### src/rtl/note_pkg.sv
// Shared definitions for the tone meter and the tone generator: count width,
// default timing/tolerance values and the meter state encoding.
package note_pkg;

    localparam int unsigned CntWidth = 32;

    localparam logic [CntWidth-1:0] DefTimeout = 32'd50_000_000;
    localparam logic [CntWidth-1:0] DefTol     = 32'd2;
    localparam logic [CntWidth-1:0] DefMinHalf = 32'd2;

    typedef enum logic [2:0] {
        StIdle,
        StWaitEdge,
        StFirst,
        StMatch,
        StLock
    } state_e;

    // Larger minus smaller, so the difference never wraps.
    function automatic logic [CntWidth-1:0] abs_diff(input logic [CntWidth-1:0] a,
                                                     input logic [CntWidth-1:0] b);
        return (a >= b) ? (a - b) : (b - a);
    endfunction

endpackage

### src/rtl/sync_2ff.sv
// Two-flop synchronizer for a single asynchronous bit, cleared by reset.
module sync_2ff (
    input  logic clk,
    input  logic reset,
    input  logic d_i,
    output logic q_o
);

    logic meta_q;
    logic sync_q;

    always_ff @(posedge clk) begin
        if (reset) begin
            meta_q <= 1'b0;
            sync_q <= 1'b0;
        end else begin
            meta_q <= d_i;
            sync_q <= meta_q;
        end
    end

    assign q_o = sync_q;

endmodule

### src/rtl/note_meter.sv
// Measures the half-period of a square-wave tone in clock cycles, reporting it in
// the same code as the tone generator's freq input, with lock and silence flags.
module note_meter
    import note_pkg::*;
#(
    parameter logic [CntWidth-1:0] TIMEOUT  = DefTimeout,
    parameter logic [CntWidth-1:0] TOL      = DefTol,
    parameter logic [CntWidth-1:0] MIN_HALF = DefMinHalf
) (
    input  logic                clk,
    input  logic                reset,
    input  logic                enable_i,
    input  logic                sig_in_i,
    output logic [CntWidth-1:0] freq_out_o,
    output logic                valid_o,
    output logic                locked_o,
    output logic                silent_o
);

    state_e state_q, state_d;

    logic                sig_sync;
    logic                sig_q;
    logic [CntWidth-1:0] cnt_q, cnt_d;
    logic [CntWidth-1:0] prev_q, prev_d;
    logic [CntWidth-1:0] freq_q, freq_d;
    logic                valid_q, valid_d;
    logic                locked_q, locked_d;
    logic                silent_q, silent_d;

    logic tone_edge;
    logic timeout;
    logic match_prev;
    logic match_freq;

    sync_2ff u_sync (
        .clk   (clk),
        .reset (reset),
        .d_i   (sig_in_i),
        .q_o   (sig_sync)
    );

    assign tone_edge  = sig_sync ^ sig_q;
    assign timeout    = (cnt_q == TIMEOUT);
    // The sample is the count just before it clears on this edge.
    assign match_prev = (cnt_q >= MIN_HALF) && (abs_diff(cnt_q, prev_q) <= TOL);
    assign match_freq = (cnt_q >= MIN_HALF) && (abs_diff(cnt_q, freq_q) <= TOL);

    always_ff @(posedge clk) begin
        if (reset) begin
            state_q <= StIdle;
        end else begin
            state_q <= state_d;
        end
    end

    always_comb begin
        state_d = state_q;
        if (!enable_i) begin
            state_d = StIdle;
        end else begin
            case (state_q)
                StIdle:     state_d = StWaitEdge;
                StWaitEdge: if (tone_edge) state_d = StFirst;
                StFirst: begin
                    if (tone_edge)    state_d = StMatch;
                    else if (timeout) state_d = StWaitEdge;
                end
                StMatch: begin
                    if (tone_edge && match_prev) state_d = StLock;
                    else if (!tone_edge && timeout) state_d = StWaitEdge;
                end
                StLock: begin
                    if (tone_edge && !match_freq) state_d = StMatch;
                    else if (!tone_edge && timeout) state_d = StWaitEdge;
                end
                default:    state_d = StIdle;
            endcase
        end
    end

    always_comb begin
        cnt_d    = tone_edge ? '0 : (timeout ? cnt_q : cnt_q + 32'd1);
        prev_d   = prev_q;
        freq_d   = freq_q;
        valid_d  = 1'b0;
        locked_d = locked_q;
        silent_d = silent_q;
        if (!enable_i) begin
            cnt_d    = '0;
            prev_d   = '0;
            freq_d   = '0;
            locked_d = 1'b0;
            silent_d = 1'b0;
        end else if (state_q == StIdle) begin
            cnt_d    = '0;
            freq_d   = '0;
            locked_d = 1'b0;
            silent_d = 1'b1;
        end else if (!tone_edge && timeout) begin
            freq_d   = '0;
            locked_d = 1'b0;
            silent_d = 1'b1;
        end else if (tone_edge) begin
            case (state_q)
                StFirst: prev_d = cnt_q;
                StMatch: begin
                    if (match_prev) begin
                        freq_d   = cnt_q;
                        valid_d  = 1'b1;
                        locked_d = 1'b1;
                        silent_d = 1'b0;
                    end else begin
                        prev_d = cnt_q;
                    end
                end
                StLock: begin
                    if (match_freq) begin
                        freq_d  = cnt_q;
                        valid_d = 1'b1;
                    end else begin
                        locked_d = 1'b0;
                        prev_d   = cnt_q;
                    end
                end
                default: ;
            endcase
        end
    end

    always_ff @(posedge clk) begin
        if (reset) begin
            sig_q    <= 1'b0;
            cnt_q    <= '0;
            prev_q   <= '0;
            freq_q   <= '0;
            valid_q  <= 1'b0;
            locked_q <= 1'b0;
            silent_q <= 1'b0;
        end else begin
            sig_q    <= sig_sync;
            cnt_q    <= cnt_d;
            prev_q   <= prev_d;
            freq_q   <= freq_d;
            valid_q  <= valid_d;
            locked_q <= locked_d;
            silent_q <= silent_d;
        end
    end

    assign freq_out_o = freq_q;
    assign valid_o    = valid_q;
    assign locked_o   = locked_q;
    assign silent_o   = silent_q;

endmodule

### config.mk
export PLATFORM = sky130hd
export DESIGN_NAME = note_meter
export DESIGN_NICKNAME = d
export VERILOG_FILES = /design/src/rtl/note_pkg.sv /design/src/rtl/sync_2ff.sv /design/src/rtl/note_meter.sv
export SDC_FILE = /design/constraint.sdc
export NUM_CORES = 1
export LEC_CHECK = 0
export BUFFER_PORTS_ARGS = -buffer_cell sky130_fd_sc_hd__buf_2
export CAP_MARGIN = 30
export CORE_UTILIZATION = 55
export CTS_CLUSTER_DIAMETER = 50
export DETAILED_ROUTE_END_ITERATION = 6
export PLACE_DENSITY = 0.76
export SLEW_MARGIN = 20
export SYNTH_ARGS = -nofsm -noshare
export SYNTH_HDL_FRONTEND = slang
export SYNTH_SLANG_ARGS = --single-unit
export TNS_END_PERCENT = 10
### constraint.sdc
create_clock -name clk -period 6.3 [get_ports clk]
set_clock_uncertainty 0.05 [all_clocks]
set_input_delay 0.63 -clock clk [delete_from_list [all_inputs] [get_ports clk]]
set_output_delay 0.63 -clock clk [all_outputs]
set_load 0.02 [all_outputs]
# [After elaboration in Yosys (flattened, before gate mapping)]
# Cells that the tools add are included.
[word_totals] in_bits=4 regBits=105 elab_cells=84
[op_classes] n_bitwise=5 eq_ne=11 addsub=5 muxes=26 order_cmp=5 reduce_logical=22
[ops] op="32-bit 2-to-1 mux" count=6
[ops] op="32-bit subtractor" count=4
[ops] op="32-bit one-hot mux with 3 select lines" count=1
[ops] op="32-bit greater-or-equal comparator" count=2
[ops] op="32-bit by 2-bit less-or-equal comparator with 1-bit output (second input constant)" count=2
[ops] op="32-bit one-hot mux with 2 select lines" count=1
[ops] op="32-bit by 1-bit adder with 32-bit output (second input constant)" count=1
[ops] op="32-bit by 26-bit equality test with 1-bit output (second input constant)" count=1
[ops] op="32-bit by 2-bit greater-or-equal comparator with 1-bit output (second input constant)" count=1
[ops] op="3-bit 2-to-1 mux" count=6
[ops] op="3-bit one-hot mux with 5 select lines" count=1
[ops] op="3-bit nonzero test" count=4
[ops] op="2-bit inequality test (second input constant)" count=5
[ops] op="1-bit 2-to-1 mux" count=9
[ops] op="4-bit AND reduction" count=2
[ops] op="4-bit OR reduction" count=2
[ops] op="3-bit by 2-bit equality test with 1-bit output (second input constant)" count=2
[ops] op="6-bit AND reduction" count=1
[ops] op="1-bit logical AND" count=5
[ops] op="5-bit OR reduction" count=1
[ops] op="1-bit NOT" count=4
[ops] op="1-bit one-hot mux with 2 select lines" count=2
[ops] op="3-bit by 1-bit equality test with 1-bit output (second input constant)" count=1
[ops] op="3-bit equality test (second input constant)" count=1
[ops] op="other kinds (8)" count=9

# [Depth between registers and ports, before layout]
# Gate-level depths: netlist (run 1).
[depth] word_depth=9 mapped_depth=18 ltp_nobuf=15

# [Cells and area by module]
# From an unflattened synthesis (run 1), not the netlist that was laid out.
[hier_totals] hier_cells=1698 area_unflattened_um2=12243.0
[by_module_without_submodules] module="note_meter" cells_per_inst=1694 instances=1 area_per_inst_um2=12190.4 seq_area_each_um2=2062.0
[by_module_without_submodules] module="sync_2ff" cells_per_inst=4 instances=1 area_per_inst_um2=52.6 seq_area_each_um2=40.0

# [Least setup slack after synthesis (run 1)]
# No wires, ideal clock.
[synth_timing] path_kind="register to register" start="register cnt_q[1]" end="register freq_q[10], in the netlist freq_out_o[10]" path_buffers=1 arrival_ps=4202 setup_slack_ps=1976 setup_time_ps=72 synth_period_minus_slack_ps=4324 stages_incl_launch_ff=15 path_cell_list="dfxtp_1 -> inv_1 -> fa_1 -> nand2b_1 -> a21o_1 -> a2111oi_0 -> o31a_1 -> nor2_2 -> nor4_1 -> a41oi_1 -> nor4bb_1 -> nand4_1 -> o31ai_2 -> buf_4 -> mux2i_1"
[synth_between] elab_chain_cells=6 word_cells_on_any_way=19 cone_classes="4 x add/sub; 5 x order compare; 3 x eq/ne; 2 x mux; 5 x reduce/logical"
[synth_rtl] element="start, declared" line_no="note_meter.sv:24" rtl="logic [CntWidth-1:0] cnt_q, cnt_d;"
[synth_rtl] element="start signal, assigned" line_no="note_meter.sv:142" rtl="cnt_q <= cnt_d;"
[synth_rtl] element="32-bit subtractor / 32-bit greater-or-equal comparator (equally long branches)" line_no="note_pkg.sv:22" rtl="return (a >= b) ? (a - b) : (b - a);"
[synth_rtl] element="32-bit 2-to-1 mux" line_no="note_pkg.sv:22"
[synth_rtl] element="32-bit by 2-bit less-or-equal comparator with 1-bit output, on equally long branches" line_no="note_meter.sv:47, note_meter.sv:46"
[synth_rtl] element="1-bit logical AND, on equally long branches" line_no="note_meter.sv:47, note_meter.sv:46"
[synth_rtl] element="2-bit inequality test (no line)"
[synth_rtl] element="4-bit AND reduction (no line)"
[synth_rtl] element="end signal, assigned" line_no="note_meter.sv:144" rtl="freq_q <= freq_d;"
[synth_rtl] element="end, declared" line_no="note_meter.sv:26" rtl="logic [CntWidth-1:0] freq_q, freq_d;"
# Several ways; a longest one is shown, not always the timed one.
# A chain may end at the register's enable or synchronous reset.

# [Worst setup path after layout (run 1)]
[layout_timing] start="register cnt_q[0]" end="register prev_q[12]"
[layout_between] elab_chain_cells=6 word_cells_on_any_way=19 cone_classes="4 x add/sub; 5 x order compare; 3 x eq/ne; 2 x mux; 1 x bitwise; 4 x reduce/logical"
[layout_rtl] element="32-bit subtractor / 32-bit greater-or-equal comparator (equally long branches)" line_no="note_pkg.sv:22"
[layout_rtl] element="32-bit 2-to-1 mux" line_no="note_pkg.sv:22"
[layout_rtl] element="32-bit by 2-bit less-or-equal comparator with 1-bit output, on equally long branches" line_no="note_meter.sv:47, note_meter.sv:46"
[layout_rtl] element="1-bit logical AND, on equally long branches" line_no="note_meter.sv:47, note_meter.sv:46"
[layout_rtl] element="2-bit inequality test (no line)"
[layout_rtl] element="6-bit AND reduction (no line) (*)"
[layout_rtl] element="end signal, assigned" line_no="note_meter.sv:143" rtl="prev_q <= prev_d;"
[layout_rtl] element="end, declared" line_no="note_meter.sv:25" rtl="logic [CntWidth-1:0] prev_q, prev_d;"
# Mark *: on every way between the ends. The rest lies on a longest branch, timed or not.

==> results of run 1 <==
[logic make-up after synthesis]
group | count (synthesis) | share of synthesized area (%)
AOI/OAI and AO/OA | 589 | 30.15
xor gates and xnor gates | 96 | 6.722
adders and majority gates | 133 | 13.42
buffers and inverters | 212 | 7.188
DFF | 105 | 16.66
muxes | 50 | 3.966
and+or+nand+nor | 564 | 21.89
[cells in the final DEF, fill, tap and decap left out, types with 38 or more instances in the layout]
master and instances:
nand4_1 54, nand3_1 43, dfxtp_1 105, a21oi_1 188
mux2i_1 50, nor3_1 40, xnor2_1 65, nand2_1 172
inv_1 112, nor2_1 125, buf_2 38, o21ai_0 107
ha_1 129, o211ai_1 86
[state kept, by name, indices dropped and copies added (netlist names)]
signal / count
cnt_q: 32
u_sync.q_o: 1
prev_q: 32
sig_q: 1
valid_o: 1
state_q: 3
freq_out_o: 32
silent_o: 1
u_sync.meta_q: 1
locked_o: 1
[critical path: stages, from the launching register on]
cell	delay [ns]
dfxtp_1	0.39
ha_1	0.28
fa_1	0.39
nand2b_1	0.20
a211oi_1	0.37
nor2_1	0.14
xnor2_1	0.14
or4b_1	0.53
nor4_1	0.72
o2111ai_1	0.31
a2111oi_0	0.49
nand4_1	0.30
o21a_1	0.34
buf_4	0.26
o211ai_1	0.23
a21oi_1	0.11
[where the power goes]
| group | internal [mW] | switching, mW |
|---|---|---|
| logic | 0.0210 | 0.0478 |
| clock network | 0.295 | 0.262 |
| registers | 0.665 | 0.00211 |
[metal layers]
| layer | track usage, % | up-vias | wire length (um) |
|---|---|---|---|
| li1 | - | 6325 | - |
| met1 | 50.48 | 6220 | 19220 |
| met2 | 57.25 | 646 | 19170 |
| met3 | 6.833 | 62 | 4109 |
| met4 | 5.905 | 0 | 617 |
| met5 | 0 | - | 0 |
[how the worst max path moves through the flow]
stage,from,depth (start not counted),to
2_1_floorplan,cnt_q[1],14,freq_out_o[10]
5_1_grt,cnt_q[25],15,prev_q[12]
3_3_place_gp,cnt_q[12],16,prev_q[0]
4_1_cts,cnt_q[0],18,prev_q[12]
3_5_place_dp,cnt_q[0],18,prev_q[18]
6_report,cnt_q[0],15,prev_q[12]
[cell usage after synthesis (30+ instances only)]
master,count
a21o_1,34
a21oi_1,188
buf_2,32
clkbuf_1,52
dfxtp_1,105
ha_1,129
inv_1,112
mux2i_1,50
nand2_1,172
nand3_1,43
nand4_1,54
nor2_1,126
nor3_1,40
o211ai_1,86
o21ai_0,107
xnor2_1,65
xor2_1,30
[metrics by stage]
| stage | worst slack, ns | hold slack, ns | instances | util, % | power (mW) |
|---|---|---|---|---|---|
| floorplan | 1.976 | 0.3638 | 1749 | - | 0.7314 |
| global placement | 1.221 | 0.3772 | 1992 | 56.97 | 0.7481 |
| detailed placement | 1.112 | 0.3822 | 1992 | 56.97 | 0.7482 |
| CTS | 1.042 | 0.4004 | 2008 | 58.26 | 1.291 |
| global route | 0.5796 | 0.4115 | 2008 | 58.26 | 1.327 |
| finish | 0.8953 | 0.3958 | 2008 | 58.26 | 1.292 |
[area by class of cell]
type	count	area, um2
clock inverter	4	33.78
inverter	112	420.4
tap	285	356.6
fill	2185	9422
sequential	105	2102
clock buffer	12	256.5
multi-input combinational	1432	9641
timing repair buffer	58	340.3
==> results.tsv, run 1 <==
metric	value	unit
run_status	finished, final reports clean	
routed_wl	43120	um
synth_cells	1749	
path_clk_slew	0.08	ns
cellPowerDensity	98.28	nW/um2
grt_pass1_vias	12110	
fin_nets	1855	
antenna_cells	0	
start_util	55.91	%
core.rowCount	55	
cts_tree	done	
grt-ovfl-total	0	
critical_path_peak_fanout	26	
grt_usage	35.86	%
required	6.47	ns
reg2reg_depth	15	
htreeDepth	3	
wl_per_cell	21.47	um
dr.first_iter.drc_count	1468	
yosysUniqueCellTypes	82	
peakVddDrop	0.1367	mV
timing.rr.start	cnt_q[0]	
finalCritPeriodShare	85.79	%
worstMarginPinSlew	0.9565	ns
drc	0	
dp_hpwl	34600	um
antenna_found_initial	0	
synth_top_area_share	16.66	%
hold_viol	0	
p_leak	5.256	nW
ys_seq_area_share	16.66	%
finalSetupViolCount	0	
hp-class	reg2reg	
rsz0062_at_grt	false	
grt_start_max_net_pins	66	
clockBufferDepth	2	
clock_sinks	105	
fp.dieH	153.5	um
synth-seq-cells	105	
root_buffer	clkbuf_16	
num_vias	13250	
synthTopCellsByArea	dfxtp_1 17%, ha_1 13%, a21oi_1 7.5%	
arrival	5.57	ns
grt_pass1_wl	67300	um
cap_viol_max_count	0	
hold_depth	1	
die_w	153.5	um
numCtsBuffers	9	
cts_resized	0	
max_freq	185.0	MHz
synth-edff-count	0	
syn-num-nets	1886	
synth.largest_area_cell	dfxtp_1	
dr.pass1.iters	5	
antenna_left	0	
timing.rr.end	prev_q[12]	
die-area	23550	um2
cts_setup_buffers	0	
holdBufCountCts	0	
fin_crit	5.405	ns
gp_congestion	1.001	
setup_tns	0	ns
syn_to_final_growth	4.204	%
port-buffer-count	38	
core-area	22570	um2
start_kind	flop	
synthFlopType	dfxtp_1	
synth_area	12620	um2
timing.critical_path.to_type	flop	
clock_latency	0.35	ns
r2r_slack	0.90	ns
pin_count	39	
design_area	13150	um2
drive_gt1_share	5.862	%
hp-start	u_sync.meta_q	
maxSlewViolCount	0	
min_to	u_sync.q_o	
syn_area_per_cell	7.215	um2
async_flop_share	0	%
worstSetupPathType	reg2reg	
placed_cell_area	12860	um2
maxSlewHeadroom	35.85	%
ys_warn_count	0	
via_per_inst	6.600	
Note: power is estimated with default switching activity, not from simulation.
==> inputs of run 2 (changes only) <==
--- a/config.mk
+++ b/config.mk
@@ -7,10 +7,10 @@
 export LEC_CHECK = 0
 export BUFFER_PORTS_ARGS = -buffer_cell sky130_fd_sc_hd__buf_2
 export CAP_MARGIN = 30
-export CORE_UTILIZATION = 55
+export CORE_UTILIZATION = 60
 export CTS_CLUSTER_DIAMETER = 50
 export DETAILED_ROUTE_END_ITERATION = 6
-export PLACE_DENSITY = 0.76
+export PLACE_DENSITY = 0.81
 export SLEW_MARGIN = 20
 export SYNTH_ARGS = -nofsm -noshare
 export SYNTH_HDL_FRONTEND = slang
==> run 2 against run 1 <==
Compared with the run above:
- via count up 1.9%
- critical path type unchanged
- count of clock-buffer cells in the layout down 1
- cell count down 0.85%
- fmax down 1.4%
- wire length up 0.34%
- hold slack worse by 0.0022 ns
- critical path depth unchanged
==> results.tsv, run 2 (same netlist as run 1, synthesis figures left out) <==
metric	value	unit	change
run_status	finished, final reports clean		
fillers	1838		-16%
wl_per_cell	21.73	um	+1.2%
numCtsBuffers	9		unchanged
setup_tns	0	ns	unchanged
dr.pass1.iters	6		+1
final_cell_mix	188 x a21oi_1, 172 x nand2_1, 129 x ha_1		
hp-class	reg2reg		
clockBufferDepth	2		unchanged
final_common_cell	a21oi_1		
finalSetupViolCount	0		unchanged
drc	0		unchanged
dp_hpwl	34420	um	-0.50%
antenna_cells	0		unchanged
placed_cell_area	12840	um2	-0.14%
reg2reg_depth	15		unchanged
pin_count	39		unchanged
p_leak	5.229	nW	-0.50%
die-area	21620	um2	-8.2%
comb_power_share	5.6	%	+0.3 points
peakVddDrop	0.1352	mV	-1.1%
grt-ovfl-total	0		unchanged
intPower	0.9534	mW	-2.8%
timing.rr.end	prev_q[10]		
drive_gt1_share	5.694	%	-0.17 points
timing.critical_path.to_type	flop		
path_clk_slew	0.07	ns	about the same
hold_depth	1		unchanged
max_freq	182.4	MHz	-1.4%
min_to	u_sync.q_o		
p_sw	0.3069	mW	-1.6%
fin_nets	1854		-0.054%
timing.rr.start	cnt_q[2]		
fp.dieH	147.0	um	-4.2%
hp-start	u_sync.meta_q		
root_buffer	clkbuf_16		
cap_viol_max_count	0		unchanged
antenna_left	0		unchanged
grt_usage	38.89	%	+3.0 points
cts_setup_buffers	0		unchanged
port-buffer-count	38		unchanged
worstMarginPinSlew	1.054	ns	+0.09801 ns
design_area	13110	um2	-0.33%
grt_start_max_net_pins	66		unchanged
gp_congestion	1.008		+0.73%
finalCritPeriodShare	87.03	%	+1.2 points
cts_resized	0		unchanged
routed_wl	43270	um	+0.34%
seq_power_share	52.9	%	+1.3 points
maxSlewHeadroom	29.70	%	-6.1 points
core.rowCount	52		-5.5%
clockPowerShare	41.5	%	-1.6 points
start_kind	flop		
antenna_found_initial	1		+1
grt_pass1_vias	12130		+0.18%
clock_latency	0.35	ns	about the same
dp.cells	1976		-0.80%
num_vias	13510		+1.9%
rsz0062_at_grt	false		
required	6.47	ns	about the same
hold_viol	0		unchanged
start_util	61.77	%	+5.9 points
maxSlewViolCount	0		unchanged
via_per_inst	6.786		+2.8%
dr.first_iter.drc_count	1625		+11%
die_w	147.0	um	-4.2%
power	1.260	mW	-2.5%
arrival	5.65	ns	+0.08 ns
clock_sinks	105		unchanged
swShare	24.35	%	+0.22 points
htreeDepth	3		unchanged
core-area	20430	um2	-9.5%
cellPowerDensity	96.16	nW/um2	-2.2%
r2r_slack	0.82	ns	-0.08 ns
fin_crit	5.483	ns	+0.07791 ns
stdcell_count	1991		-0.85%
cts_tree	done		
holdBufCountCts	0		unchanged
whs	0.3936	ns	-0.002186 ns
grt_pass1_wl	67010	um	-0.43%
syn_to_final_growth	3.857	%	
worstSetupPathType	reg2reg		
critical_path_peak_fanout	32		+23%
[run 2: cell types whose count changed in the layout (fill, tap and decap cells not counted), sizes merged]
cell	delta
inv	-3
clkinvlp	+2
buf	-1
clkbuf	-1
clkinv	+1
[run 2: how the worst max path moves through the flow]
| stage | startpoint | end | slack [ns] |
|---|---|---|---|
| floorplan | cnt_q[1] | freq_out_o[10] | 1.98 |
| global placement | cnt_q[14] | freq_out_o[3] | 1.07 |
| detailed placement | cnt_q[18] | freq_out_o[0] | 0.95 |
| CTS | cnt_q[18] | freq_out_o[0] | 0.95 |
| global route | cnt_q[19] | freq_out_o[10] | 0.42 |
| finish | cnt_q[2] | prev_q[10] | 0.82 |
[run 2: area by class of cell]
class / count / area (um2) / area share [%]
clock buffers: 11 / 232.7 / 1.776
clock inverters: 4 / 31.28 / 0.2387
well taps: 270 / 337.8 / 2.578
flip-flops and latches: 105 / 2102 / 16.04
multi-input cells: 1432 / 9649 / 73.62
repair buffers: 57 / 332.8 / 2.539
inverters: 112 / 420.4 / 3.208
[run 2: metal layers]
layer  global-route usage, %  up-vias  share of wire [%]
met1                   55.51     6380                 44
met4                   7.577        2                1.7
met2                   60.90      731                 44
li1                        -     6321                  -
met3                   7.298       76                 10
met5                       0        -              0.030
[run 2: critical path, stage by stage (launching register included)]
cell       delay (ns)
dfxtp_1          0.57
inv_1            0.20
ha_1             0.52
nand2b_1         0.15
a211oi_1         0.39
nor2_1           0.16
xnor2_1          0.15
or4b_1           0.53
nor4_1           0.74
o2111ai_1        0.32
a2111oi_0        0.48
nand4_1          0.27
o21a_1           0.24
buf_4            0.24
o211ai_1         0.23
a21oi_1          0.10
[run 2: power groups by stage]
stage | clock network, mW | registers [mW] | logic (mW)
after floorplan | 0 | 0.682 | 0.0494
after global placement | 0 | 0.682 | 0.0664
after detailed placement | 0 | 0.682 | 0.0672
after CTS | 0.518 | 0.667 | 0.0677
after global routing | 0.550 | 0.667 | 0.0746
final | 0.523 | 0.667 | 0.0706
[run 2: through the flow]
| step | setup WS (ns) | utilization, % |
|---|---|---|
| after floorplan | 1.976 | - |
| after global placement | 1.074 | 62.86 |
| after detailed placement | 0.9504 | 62.86 |
| after CTS | 0.9480 | 64.15 |
| after global routing | 0.4224 | 64.15 |
| final | 0.8174 | 64.15 |
